## src/rtl/ecpu_pkg.sv

```systemverilog
// Shared definitions for the ecpu front end: default widths, the fixed
// 37-bit instruction field layout, the fetch FSM state encoding and the
// opcode values used by fetch, decode and execute.
package ecpu_pkg;

  localparam int DEF_ADDR_W  = 8;
  localparam int DEF_INSTR_W = 37;

  // Instruction field positions (MSB..LSB)
  localparam int IMM_SEL_BIT = 36;
  localparam int OPC_HI      = 35;
  localparam int OPC_LO      = 31;
  localparam int DST_HI      = 30;
  localparam int DST_LO      = 28;
  localparam int SRC_HI      = 27;
  localparam int SRC_LO      = 25;
  localparam int FLAG_BIT    = 24;
  localparam int IMM_HI      = 23;
  localparam int IMM_LO      = 0;

  typedef enum logic [1:0] {
    START = 2'd0,
    RUN   = 2'd1,
    HALT  = 2'd2
  } fetch_state_t;

  // Opcodes shared with decode/execute
  localparam logic [4:0] OPC_NOP  = 5'h00;
  localparam logic [4:0] OPC_LDI  = 5'h01;
  localparam logic [4:0] OPC_MOV  = 5'h02;
  localparam logic [4:0] OPC_ADD  = 5'h03;
  localparam logic [4:0] OPC_SUB  = 5'h04;
  localparam logic [4:0] OPC_AND  = 5'h05;
  localparam logic [4:0] OPC_OR   = 5'h06;
  localparam logic [4:0] OPC_XOR  = 5'h07;
  localparam logic [4:0] OPC_JMP  = 5'h10;
  localparam logic [4:0] OPC_JZ   = 5'h11;
  localparam logic [4:0] OPC_EXIT = 5'h1F;

endpackage

```

## src/rtl/ecpu_instr_split.sv

```systemverilog
// Purpose : combinational split of an instruction word into its fields.
// Latency : 0 cycles (pure wiring). Backpressure: none, no state.
// Ports   : i_ir word in; o_imm_sel/o_opcode/o_dst/o_src/o_flag/o_imm fields out.
module ecpu_instr_split
  import ecpu_pkg::*;
#(
  parameter int INSTR_W = DEF_INSTR_W
) (
  input  logic [INSTR_W-1:0] i_ir,
  output logic               o_imm_sel,
  output logic [4:0]         o_opcode,
  output logic [2:0]         o_dst,
  output logic [2:0]         o_src,
  output logic               o_flag,
  output logic [23:0]        o_imm
);

  assign o_imm_sel = i_ir[IMM_SEL_BIT];
  assign o_opcode  = i_ir[OPC_HI:OPC_LO];
  assign o_dst     = i_ir[DST_HI:DST_LO];
  assign o_src     = i_ir[SRC_HI:SRC_LO];
  assign o_flag    = i_ir[FLAG_BIT];
  assign o_imm     = i_ir[IMM_HI:IMM_LO];

endmodule

```

## src/rtl/ecpu_fetch.sv

```systemverilog
// Purpose : instruction fetch - owns PC, drives ROM address, latches IR and
//           presents split fields to execute; handles jump, stall and halt.
// Latency : first IR valid 2 edges after reset release, then 1/cycle; a jump
//           target is valid 1 edge after the jump edge.
// Backpressure: out_valid/out_ready; a stalled IR holds IR, out_pc and pc.
// Ports   : clk, rst (async active-high); rom_addr/rom_data ROM side;
//           jmp_en/jmp_addr/halt_req from execute; out_* IR fields + out_pc
//           with out_valid/out_ready; halted status.
// Option  : define ECPU_FETCH_CNT_EN to add fetch_cnt[31:0], a wrapping
//           count of accepted transfers.
module ecpu_fetch
  import ecpu_pkg::*;
#(
  parameter int                ADDR_W   = DEF_ADDR_W,
  parameter int                INSTR_W  = DEF_INSTR_W,
  parameter logic [ADDR_W-1:0] RESET_PC = '0
) (
  input  logic               clk,
  input  logic               rst,
  output logic [ADDR_W-1:0]  rom_addr,
  input  logic [INSTR_W-1:0] rom_data,
  input  logic               jmp_en,
  input  logic [ADDR_W-1:0]  jmp_addr,
  input  logic               halt_req,
  output logic               out_valid,
  input  logic               out_ready,
  output logic               out_imm_sel,
  output logic [4:0]         out_opcode,
  output logic [2:0]         out_dst,
  output logic [2:0]         out_src,
  output logic               out_flag,
  output logic [23:0]        out_imm,
  output logic [ADDR_W-1:0]  out_pc,
  output logic               halted
`ifdef ECPU_FETCH_CNT_EN
  ,
  output logic [31:0]        fetch_cnt
`endif
);

  fetch_state_t        r_state;
  fetch_state_t        w_state_nxt;
  logic [ADDR_W-1:0]   r_pc;
  logic [INSTR_W-1:0]  r_ir;
  logic [ADDR_W-1:0]   r_out_pc;
  logic                r_valid;
  logic                r_halted;
  logic                w_jmp;
  logic                w_load;
  logic                w_xfer;

  // State register
  always_ff @(posedge clk or posedge rst) begin
    if (rst) r_state <= START;
    else     r_state <= w_state_nxt;
  end

  // Next-state logic; a jump always lands in RUN, even from HALT
  always_comb begin
    w_state_nxt = r_state;
    case (r_state)
      START:   w_state_nxt = RUN;
      RUN:     if (!jmp_en && halt_req) w_state_nxt = HALT;
      HALT:    if (jmp_en) w_state_nxt = RUN;
      default: w_state_nxt = START;
    endcase
  end

  // Control decode. Jump is ignored in START; load needs a free or
  // draining IR slot and no redirect/halt this cycle.
  always_comb begin
    w_jmp  = jmp_en && (r_state != START);
    w_load = (r_state == RUN) && !jmp_en && !halt_req && (!r_valid || out_ready);
    w_xfer = r_valid && out_ready;
  end

  always_ff @(posedge clk or posedge rst) begin
    if (rst) begin
      r_pc     <= RESET_PC;
      r_ir     <= '0;
      r_out_pc <= '0;
      r_valid  <= 1'b0;
      r_halted <= 1'b0;
    end else begin
      r_halted <= (w_state_nxt == HALT);
      if (w_jmp) begin
        // Redirect flushes the IR even if execute is stalling it
        r_pc    <= jmp_addr;
        r_valid <= 1'b0;
      end else if (w_load) begin
        r_ir     <= rom_data;
        r_out_pc <= r_pc;
        r_valid  <= 1'b1;
        r_pc     <= r_pc + 1'b1;  // wraps modulo 2^ADDR_W
      end else if (w_xfer) begin
        r_valid <= 1'b0;
      end
    end
  end

`ifdef ECPU_FETCH_CNT_EN
  logic [31:0] r_fetch_cnt;

  always_ff @(posedge clk or posedge rst) begin
    if (rst)         r_fetch_cnt <= '0;
    else if (w_xfer) r_fetch_cnt <= r_fetch_cnt + 32'd1;
  end

  assign fetch_cnt = r_fetch_cnt;
`endif

  assign rom_addr  = r_pc;
  assign out_valid = r_valid;
  assign out_pc    = r_out_pc;
  assign halted    = r_halted;

  ecpu_instr_split #(
    .INSTR_W (INSTR_W)
  ) u_split (
    .i_ir      (r_ir),
    .o_imm_sel (out_imm_sel),
    .o_opcode  (out_opcode),
    .o_dst     (out_dst),
    .o_src     (out_src),
    .o_flag    (out_flag),
    .o_imm     (out_imm)
  );

endmodule

```

## config.mk

```make
export PLATFORM = sky130hd
export DESIGN_NAME = ecpu_fetch
export DESIGN_NICKNAME = d
export VERILOG_FILES = /design/src/rtl/ecpu_pkg.sv /design/src/rtl/ecpu_instr_split.sv /design/src/rtl/ecpu_fetch.sv
export SDC_FILE = /design/constraint.sdc
export NUM_CORES = 1
export LEC_CHECK = 0
export ABC_AREA = 0
export CAP_MARGIN = 15
export CORE_UTILIZATION = 37
export DETAILED_ROUTE_END_ITERATION = 16
export HOLD_SLACK_MARGIN = 0.12
export PLACE_DENSITY = 0.75
export SLEW_MARGIN = 0
export SYNTH_ARGS = -nofsm -noshare
export SYNTH_HDL_FRONTEND = slang
export SYNTH_SLANG_ARGS = --single-unit
```

## constraint.sdc

```tcl
create_clock -name clk -period 1.7 [get_ports clk]
set_input_delay 0.34 -clock clk [delete_from_list [all_inputs] [get_ports clk]]
set_output_delay 0.34 -clock clk [all_outputs]
set_load 0.05 [all_outputs]
```

Yosys cells after proc, flatten, opt, wreduce, memory -nomap -nowiden
Index checks and enable logic that the tools add are counted.
{"block": "classes", "eq_ne": 3, "bitwise_logic": 1, "n_reduce_logical": 15, "add_sub_neg": 1, "muxes": 8}
{"op": "8-bit two-way mux", "count": 2}
{"op": "8-bit by 1-bit adder with 8-bit output (second input constant)", "count": 1}
{"op": "1-bit logical AND", "count": 6}
{"op": "2-bit one-hot mux with 3 select lines", "count": 1}
{"op": "2-bit equality test (second input constant)", "count": 2}
{"op": "2-bit two-way mux", "count": 2}
{"op": "2-bit nonzero test", "count": 2}
{"op": "1-bit logical NOT", "count": 3}
{"op": "1-bit two-way mux", "count": 3}
{"op": "3-bit nonzero test", "count": 1}
{"op": "2-bit by 1-bit equality test with 1-bit output (second input constant)", "count": 1}
{"op": "2-bit logical NOT", "count": 1}
{"op": "2-bit AND reduction", "count": 1}
{"op": "1-bit logical OR", "count": 1}
{"op": "1-bit NOT", "count": 1}
{"block": "totals", "out_inout_bits": 55, "ff_bits": 57, "in_bits": 50, "word_cells": 34}

Depth between registers and ports, before layout
Gate-level depths: netlist of run 1.
{"block": "logic_depth", "depth_word": 6, "depth_mapped": 7, "ltp_nobuf": 5}

Modules after synthesis
A second synthesis of run 1 with hierarchy kept.
{"block": "unflattened", "cells_unflattened": 289, "hier_area_um2": 2627.5}
{"module": "ecpu_fetch", "area_each_um2": 2349.8, "n_inst": 1, "cells_each": 252}
{"module": "ecpu_instr_split", "area_each_um2": 277.8, "n_inst": 1, "cells_each": 37}

Worst setup path before layout of run 1
Ideal clock, no wire load.
{"block": "synth_path", "kind": "flip-flop to flip-flop", "startpoint": "register r_state[1]", "endpoint": "register r_pc[4], in the netlist rom_addr[4]", "t_arrival_ps": 1581, "slack_ps": -7, "stages_incl_launch_ff": 5, "cell_sequence": "dfrtp_1 -> or4b_4 -> o21ba_4 -> o21bai_1 -> a221o_1"}
{"block": "synth_via", "elab_chain_cells": 5, "elab_cells_between_ends": 8}
{"item": "from (decl)", "line": "ecpu_fetch.sv:41", "source": "fetch_state_t r_state;"}
{"item": "from (signal assigned)", "line": "ecpu_fetch.sv:55", "source": "else r_state <= w_state_nxt;"}
{"item": "2-bit by 1-bit equality test with 1-bit output", "line": "ecpu_fetch.sv:73", "source": "w_load = (r_state == RUN) && !jmp_en && !halt_req && (!r_valid || out_ready);"}
{"item": "1-bit logical AND (3 in a row)", "line": "ecpu_fetch.sv:73"}
{"item": "2-bit nonzero test (no line)"}
{"item": "to (signal assigned)", "line": "ecpu_fetch.sv:88", "source": "r_pc <= jmp_addr;"}
{"item": "to (signal assigned)", "line": "ecpu_fetch.sv:94", "source": "r_pc <= r_pc + 1'b1;"}
{"item": "to (decl)", "line": "ecpu_fetch.sv:43", "source": "logic [ADDR_W-1:0] r_pc;"}
Several ways; a longest one is shown, not always the timed one.
A chain may end at the register's enable or synchronous reset.

Final worst setup path of run 1
{"block": "layout_path", "startpoint": "register r_state[1]", "endpoint": "register r_ir[16]"}
{"block": "layout_via", "elab_chain_cells": 5, "elab_cells_between_ends": 8}
{"item": "2-bit by 1-bit equality test with 1-bit output", "line": "ecpu_fetch.sv:73"}
{"item": "1-bit logical AND (3 in a row)", "line": "ecpu_fetch.sv:73"}
{"item": "2-bit AND reduction (no line) (*)"}
{"item": "to (signal assigned)", "line": "ecpu_fetch.sv:91", "source": "r_ir <= rom_data;"}
{"item": "to (decl)", "line": "ecpu_fetch.sv:44", "source": "logic [INSTR_W-1:0] r_ir;"}
Mark *: on every way between the ends. The rest lies on a longest branch, timed or not.

==> results.yml, run 1 <==
routing:
  wl_um: 6050
  wl_per_cell_um: 13.2
  first_pass_iters: 4
  dr_total_vias: 2146
  drtAntennaViolNets: 0
  initialDrtViolationCount: 97
  drc_errors: 0
  avgViaCountPerCell: 4.67
power_and_ir_drop:
  cellLeakagePower_nw: 1.97
  peakVddDrop_mv: 0.855
  power_density_nw_per_um2: 1560
  pwr-share-comb_pct: 45.3
  switching_share_pct: 42.7
  p_clk_share_pct: 22.0
  internal-power_mw: 3.42
  p_sw_mw: 2.56
  seqPwrFrac_pct: 32.7
synthesis:
  ys_ff_latch: 57
  yosysWarnings: 0
  netlist_instances: 252
  synth_edf_count: 0
  async_flop_share_pct: 100
  syn_nets: 303
  netlist_area_um2: 2350
  seq_area_frac_synth_pct: 60.7
  syn-mean-instance-area_um2: 9.32
  synth-main-ff-cell: "dfrtp_1"
  yosysUniqueCellTypes: 30
die:
  die_w_um: 81.7
  die_y_um: 81.7
  dieArea_um2: 6670
  rows: 28
  design.core.area_um2: 6030
  ios: 105
  initial_core_util_pct: 39.0
global_routing:
  grt_pass1_wl_um: 9710
  grt_use_total_pct: 19.7
  first_global_vias: 2089
  antenna_found_initial: 0
  grt_max_degree: 58
  grt-ovfl-total: 0
worst_setup_path:
  r2r_end: "r_ir[16]"
  setup.worst_path.class: "reg2reg"
  rrSetupSlack_ns: -0.01
  cp.required_ns: 1.96
  rr_worst_depth: 7
  cp-end-kind: "flop"
  worstPathMaxFanout: 10
  worstPathArrival_ns: 1.97
  cp-start-kind: "flop"
  r2r-start: "r_state[1]"
run:
  drv_cap: 0
placement:
  place.gp.congestion: 0.765
  dpl.cell_count: 436
  portBuffers: 104
  detailedPlace.worstSlack_ns: -0.480
  dp_hpwl_um: 4190
cells_and_area:
  final_cells: 460
  final_cell_mix: "132 x nand2_1, 63 x buf_4, 57 x dfrtp_1, 47 x clkdlybuf4s50_1, 12 x clkbuf_8"
  fin_util_pct: 63.5
  syn_to_final_growth_pct: 62.9
  drive_gt1_share_pct: 26.5
  layout_commonest_cell: "nand2_1"
  antenna_cells: 0
  finalNetCount: 431
clock_tree:
  holdBufCountCts: 0
  cts_made_buffers: 9
  cts.sinks: 57
  clk_latency_ns: 0.32
  clockBufferDepth: 2
  root_buffer: "clkbuf_8"
  clk_pin_slew_ns: 0.06
  h-tree-depth: 3
  cts_tree: "built"
timing:
  worst_slew_pin_slew_ns: 0.298
  min_period_ns: 1.71
  setup_violations: 9
  relSlewSlack_pct: 80.1
  layout_setup_ws_ns: -0.0111
  fmax_mhz: 584
  rsz0062_at_grt: "yes"
  fin_crit_sh_pct: 101
  final_max_slew_viol_count: 0
  hold_viol: 0
  fin_skew_ns: 0.00502
hold_path:
  hp-class: "in2async"
run_status:
  violations: "negative setup slack"
  status: "complete, but fails checks"
-- layer usage --
layer,GRT usage (%),routed length (um),vias up
met1,24.4,2610,1019
met4,5.96,29,0
met5,0,0,-
li1,-,-,1059
met3,7.89,409,5
met2,31.6,3010,63
-- how the worst max path moves through the flow --
stage / startpoint / end / slack, ns / cells after the start
floorplan: rom_addr[0] / rom_addr[7] / 0.01 / 4
global placement: halt_req / rom_addr[4] / -0.45 / 5
detailed placement: halt_req / rom_addr[7] / -0.48 / 5
CTS: r_state[1] / rom_addr[7] / -0.07 / 4
global route: r_state[1] / out_pc[7] / -0.07 / 7
finish: r_state[1] / r_ir[16] / -0.01 / 7
-- through the flow --
stage / total power, mW / hold WS [ns] / instance area, um^2 / setup TNS, ns
finish: 5.98 / 0.456 / 3830 / -0.0599
global route: 6.29 / 0.451 / 3830 / -0.879
CTS: 6.00 / 0.444 / 3750 / -0.620
detailed placement: 4.66 / 0.462 / 3500 / -23.68
global placement: 4.61 / 0.460 / 3500 / -22.85
floorplan: 3.66 / 0.406 / 2350 / 0
-- sequential cells by signal (all words and copies together), names as in the netlist --
name / cells
r_ir: 37
halted: 1
rom_addr: 8
r_state: 2
out_valid: 1
out_pc: 8
-- final cells by class --
cell class,count,area (um^2)
sequential,57,1430
inverter,3,15.0
tap,75,93.8
timing repair buffer,128,1220
fill,513,2200
multi-input combinational,181,860
clock inverter,2,35.0
clock buffer,14,173
-- power groups by stage --
stage               sequential, mW  combinational [mW]  clock, mW
global route                  2.00                2.87       1.41
finish                        1.96                2.71       1.31
detailed placement            1.98                2.69          0
global placement              1.97                2.65          0
floorplan                     3.22               0.435          0
CTS                           1.96                2.70       1.34
-- Yosys cell counts (3+ instances only) --
cell	instances	area, um^2
nor2_1	5	18.8
nand2b_1	3	18.8
nand2_1	134	503
inv_1	3	11.3
a221o_1	5	50.1
dfrtp_1	57	1430
buf_6	3	33.8
buf_4	4	30.0
o21ai_0	6	30.0
a21oi_1	3	15.0
clkbuf_1	4	15.0
-- worst max-delay path: stages, from the launching register on --
cell and delay, ns:
dfrtp_1 0.39, or4b_4 0.50, buf_6 0.15, nor2_4 0.19
buf_4 0.17, clkbuf_16 0.14, nand2_1 0.05, nand2_1 0.06
-- what timing repair did --
action	CTS	global route
gates resized for setup	6	8
gates cloned	1	1
buffers inserted	2	4
pin swaps	2	4
endpoints found under the setup margin	50	53
-- cells by family (layout without fill, tap and decap cells) --
kind of cell / after synthesis / count (layout) / share of synthesized area (%)
muxes: 2 / 2 / 0.905
buffers and inverters: 15 / 147 / 4.05
DFF: 57 / 57 / 60.7
AOI/OAI and AO/OA: 22 / 22 / 7.03
and+or+nand+nor: 155 / 156 / 26.8
adders and majority gates: 1 / 1 / 0.532
(Power assumes the default switching activity.)
==> inputs of run 2 (changes only) <==
--- a/config.mk
+++ b/config.mk
@@ -5,12 +5,13 @@
 export SDC_FILE = /design/constraint.sdc
 export NUM_CORES = 1
 export LEC_CHECK = 0
-export ABC_AREA = 0
+export ABC_AREA = 1
 export CAP_MARGIN = 15
-export CORE_UTILIZATION = 37
+export CORE_UTILIZATION = 39
+export CTS_BUF_LIST = sky130_fd_sc_hd__clkbuf_8
 export DETAILED_ROUTE_END_ITERATION = 16
 export HOLD_SLACK_MARGIN = 0.12
-export PLACE_DENSITY = 0.75
+export PLACE_DENSITY = 0.78
 export SLEW_MARGIN = 0
 export SYNTH_ARGS = -nofsm -noshare
 export SYNTH_HDL_FRONTEND = slang
==> results.yml, run 2 <==
routing:
  wl_per_cell_um: 11.8
  avgViaCountPerCell: 4.51
  wl_um: 5570
  drc_errors: 0
  drtAntennaViolNets: 0
  dr_total_vias: 2122
  initialDrtViolationCount: 62
  first_pass_iters: 4
cells_and_area:
  antenna_cells: 0
  syn_to_final_growth_pct: 51.8
  drive_gt1_share_pct: 21.2
  largest-register: "r_ir"
  finalNetCount: 442
  final_cell_mix: "153 x nand2_1, 57 x dfrtp_1, 57 x buf_4, 49 x clkdlybuf4s50_1, 19 x nand3_1"
  largest_register_ff_count: 37
  layout_commonest_cell: "nand2_1"
  fin_area_um2: 3600
worst_setup_path:
  cpPeakStageDelay_ns: 0.46
  worstPathCellList: "clkdlybuf4s50_1, nor2_2, nand3_4, inv_2, buf_4, nand2_1, nand2_1"
  crit_slowest_cell: "clkdlybuf4s50_1"
  worstPathMaxFanout: 15
  setup.worst_path.class: "in2reg"
  rrSetupSlack_ns: 0.33
  cp-end-kind: "flop"
  cp-start-kind: "input port"
  rr_worst_depth: 6
  r2r-start: "r_state[1]"
  cp-startpoint: "jmp_en"
  cp.required_ns: 1.97
  r2r_end: "rom_addr[7]"
  worstPathArrival_ns: 1.67
  cp_common_cell: "nand2_1"
clock_tree:
  holdBufCountCts: 0
  cts.sinks: 57
  cts_made_buffers: 9
  clockBufferDepth: 2
  clk_pin_slew_ns: 0.07
  root_buffer: "clkbuf_8"
  post_cts.repair.setup_buffers: 0
  h-tree-depth: 3
  cts_tree: "built"
  clk_latency_ns: 0.33
  post_cts_resized: 0
timing:
  holdWs_ns: 0.436
  rsz0062_at_grt: "no"
  hold_viol: 0
  fin_skew_ns: 0.00735
  layout_setup_ws_ns: 0.300
  relSlewSlack_pct: 68.0
  fmax_mhz: 714
  final_max_slew_viol_count: 0
  fin_crit_sh_pct: 82.4
  min_period_ns: 1.40
  worst_slew_pin_slew_ns: 0.477
  setup_violations: 0
synthesis:
  synth_most_common_cell: "nand2_1"
  yosysTopAreaCellShare_pct: 60.2
  ys_ff_latch: 57
  netlist_instances: 280
  netlist_area_um2: 2370
  yosysUniqueCellTypes: 19
  async_flop_share_pct: 100
  synth-main-ff-cell: "dfrtp_1"
  yosysWarnings: 0
  synth_edf_count: 0
  syn-mean-instance-area_um2: 8.46
  synth_area_leaders: "dfrtp_1 60%, nand2_1 24%, nand3_1 4.0%"
  yosysTopAreaCell: "dfrtp_1"
  synth_common_cells: "153 x nand2_1, 57 x dfrtp_1, 19 x nand3_1"
  syn_nets: 331
  seq_area_frac_synth_pct: 60.2
global_routing:
  grt-ovfl-total: 0
  grt_use_total_pct: 19.0
  first_global_vias: 2039
  grt_max_degree: 58
  antenna_found_initial: 0
  grt_pass1_wl_um: 9130
placement:
  dp_hpwl_um: 4050
  placed_cell_area_um2: 3400
  place.gp.congestion: 0.779
  portBuffers: 104
  detailedPlace.worstSlack_ns: -0.0342
die:
  ios: 105
  dieArea_um2: 6390
  die_w_um: 80.0
  design.core.area_um2: 5890
  die_y_um: 80.0
  initial_core_util_pct: 40.3
  rows: 28
run_status:
  status: "finished, final reports clean"
power_and_ir_drop:
  power_density_nw_per_um2: 2300
  peakVddDrop_mv: 1.14
  cellLeakagePower_nw: 1.89
hold_path:
  hp-class: "in2async"
run:
  drv_cap: 0
## run 2: cell families after synthesis
logic type	synth area share, %
and+or+nand+nor	31.2
DFF	60.2
buffers and inverters	5.23
AOI/OAI and AO/OA	2.85
adders and majority gates	0.528
## run 2: worst max-delay path: cells and delay by family
family | cells | cell delay [ns]
buffers and inverters | 3 | 0.87
and+or+nand+nor | 4 | 0.45
## run 2: final cells by class
class	count	area (um^2)
Clock buffer	10	138
Clock inverter	6	58.8
Fill cell	530	2290
Inverter	16	63.8
Multi-Input combinational cell	197	820
Sequential cell	57	1430
Tap cell	75	93.8
Timing Repair Buffer	110	998
## run 2: per-stage QoR
step	power, mW	TNS (ns)	cells	util [%]
floorplan	5.56	0	280	-
global placement	7.03	0	455	57.8
detailed placement	7.11	-0.378	455	57.8
CTS	8.37	0	471	61.1
global route	8.79	0	471	61.1
finish	8.29	0	471	61.1
## run 2: worst max path at each step
stage,endpoint,slack (ns),cells after the start
final,r_ir[15],0.30,7
after global routing,rom_addr[5],0.21,7
after CTS,rom_addr[6],0.29,7
after detailed placement,r_ir[14],-0.03,7
after global placement,r_ir[16],0.06,7
after floorplan,rom_addr[4],0.26,6
## run 2: metal layers
metal | global-route usage, % | wire length, um
met1 | 23.5 | 2430
met2 | 30.3 | 2630
met3 | 6.17 | 422
met4 | 8.39 | 87
met5 | 0 | 0
## run 2: report_power, final
group	internal, mW	switching (mW)	leakage (nW)
Clock	0.705	0.530	0.0995
Combinational	1.39	3.19	1.08
Sequential	2.00	0.479	0.707
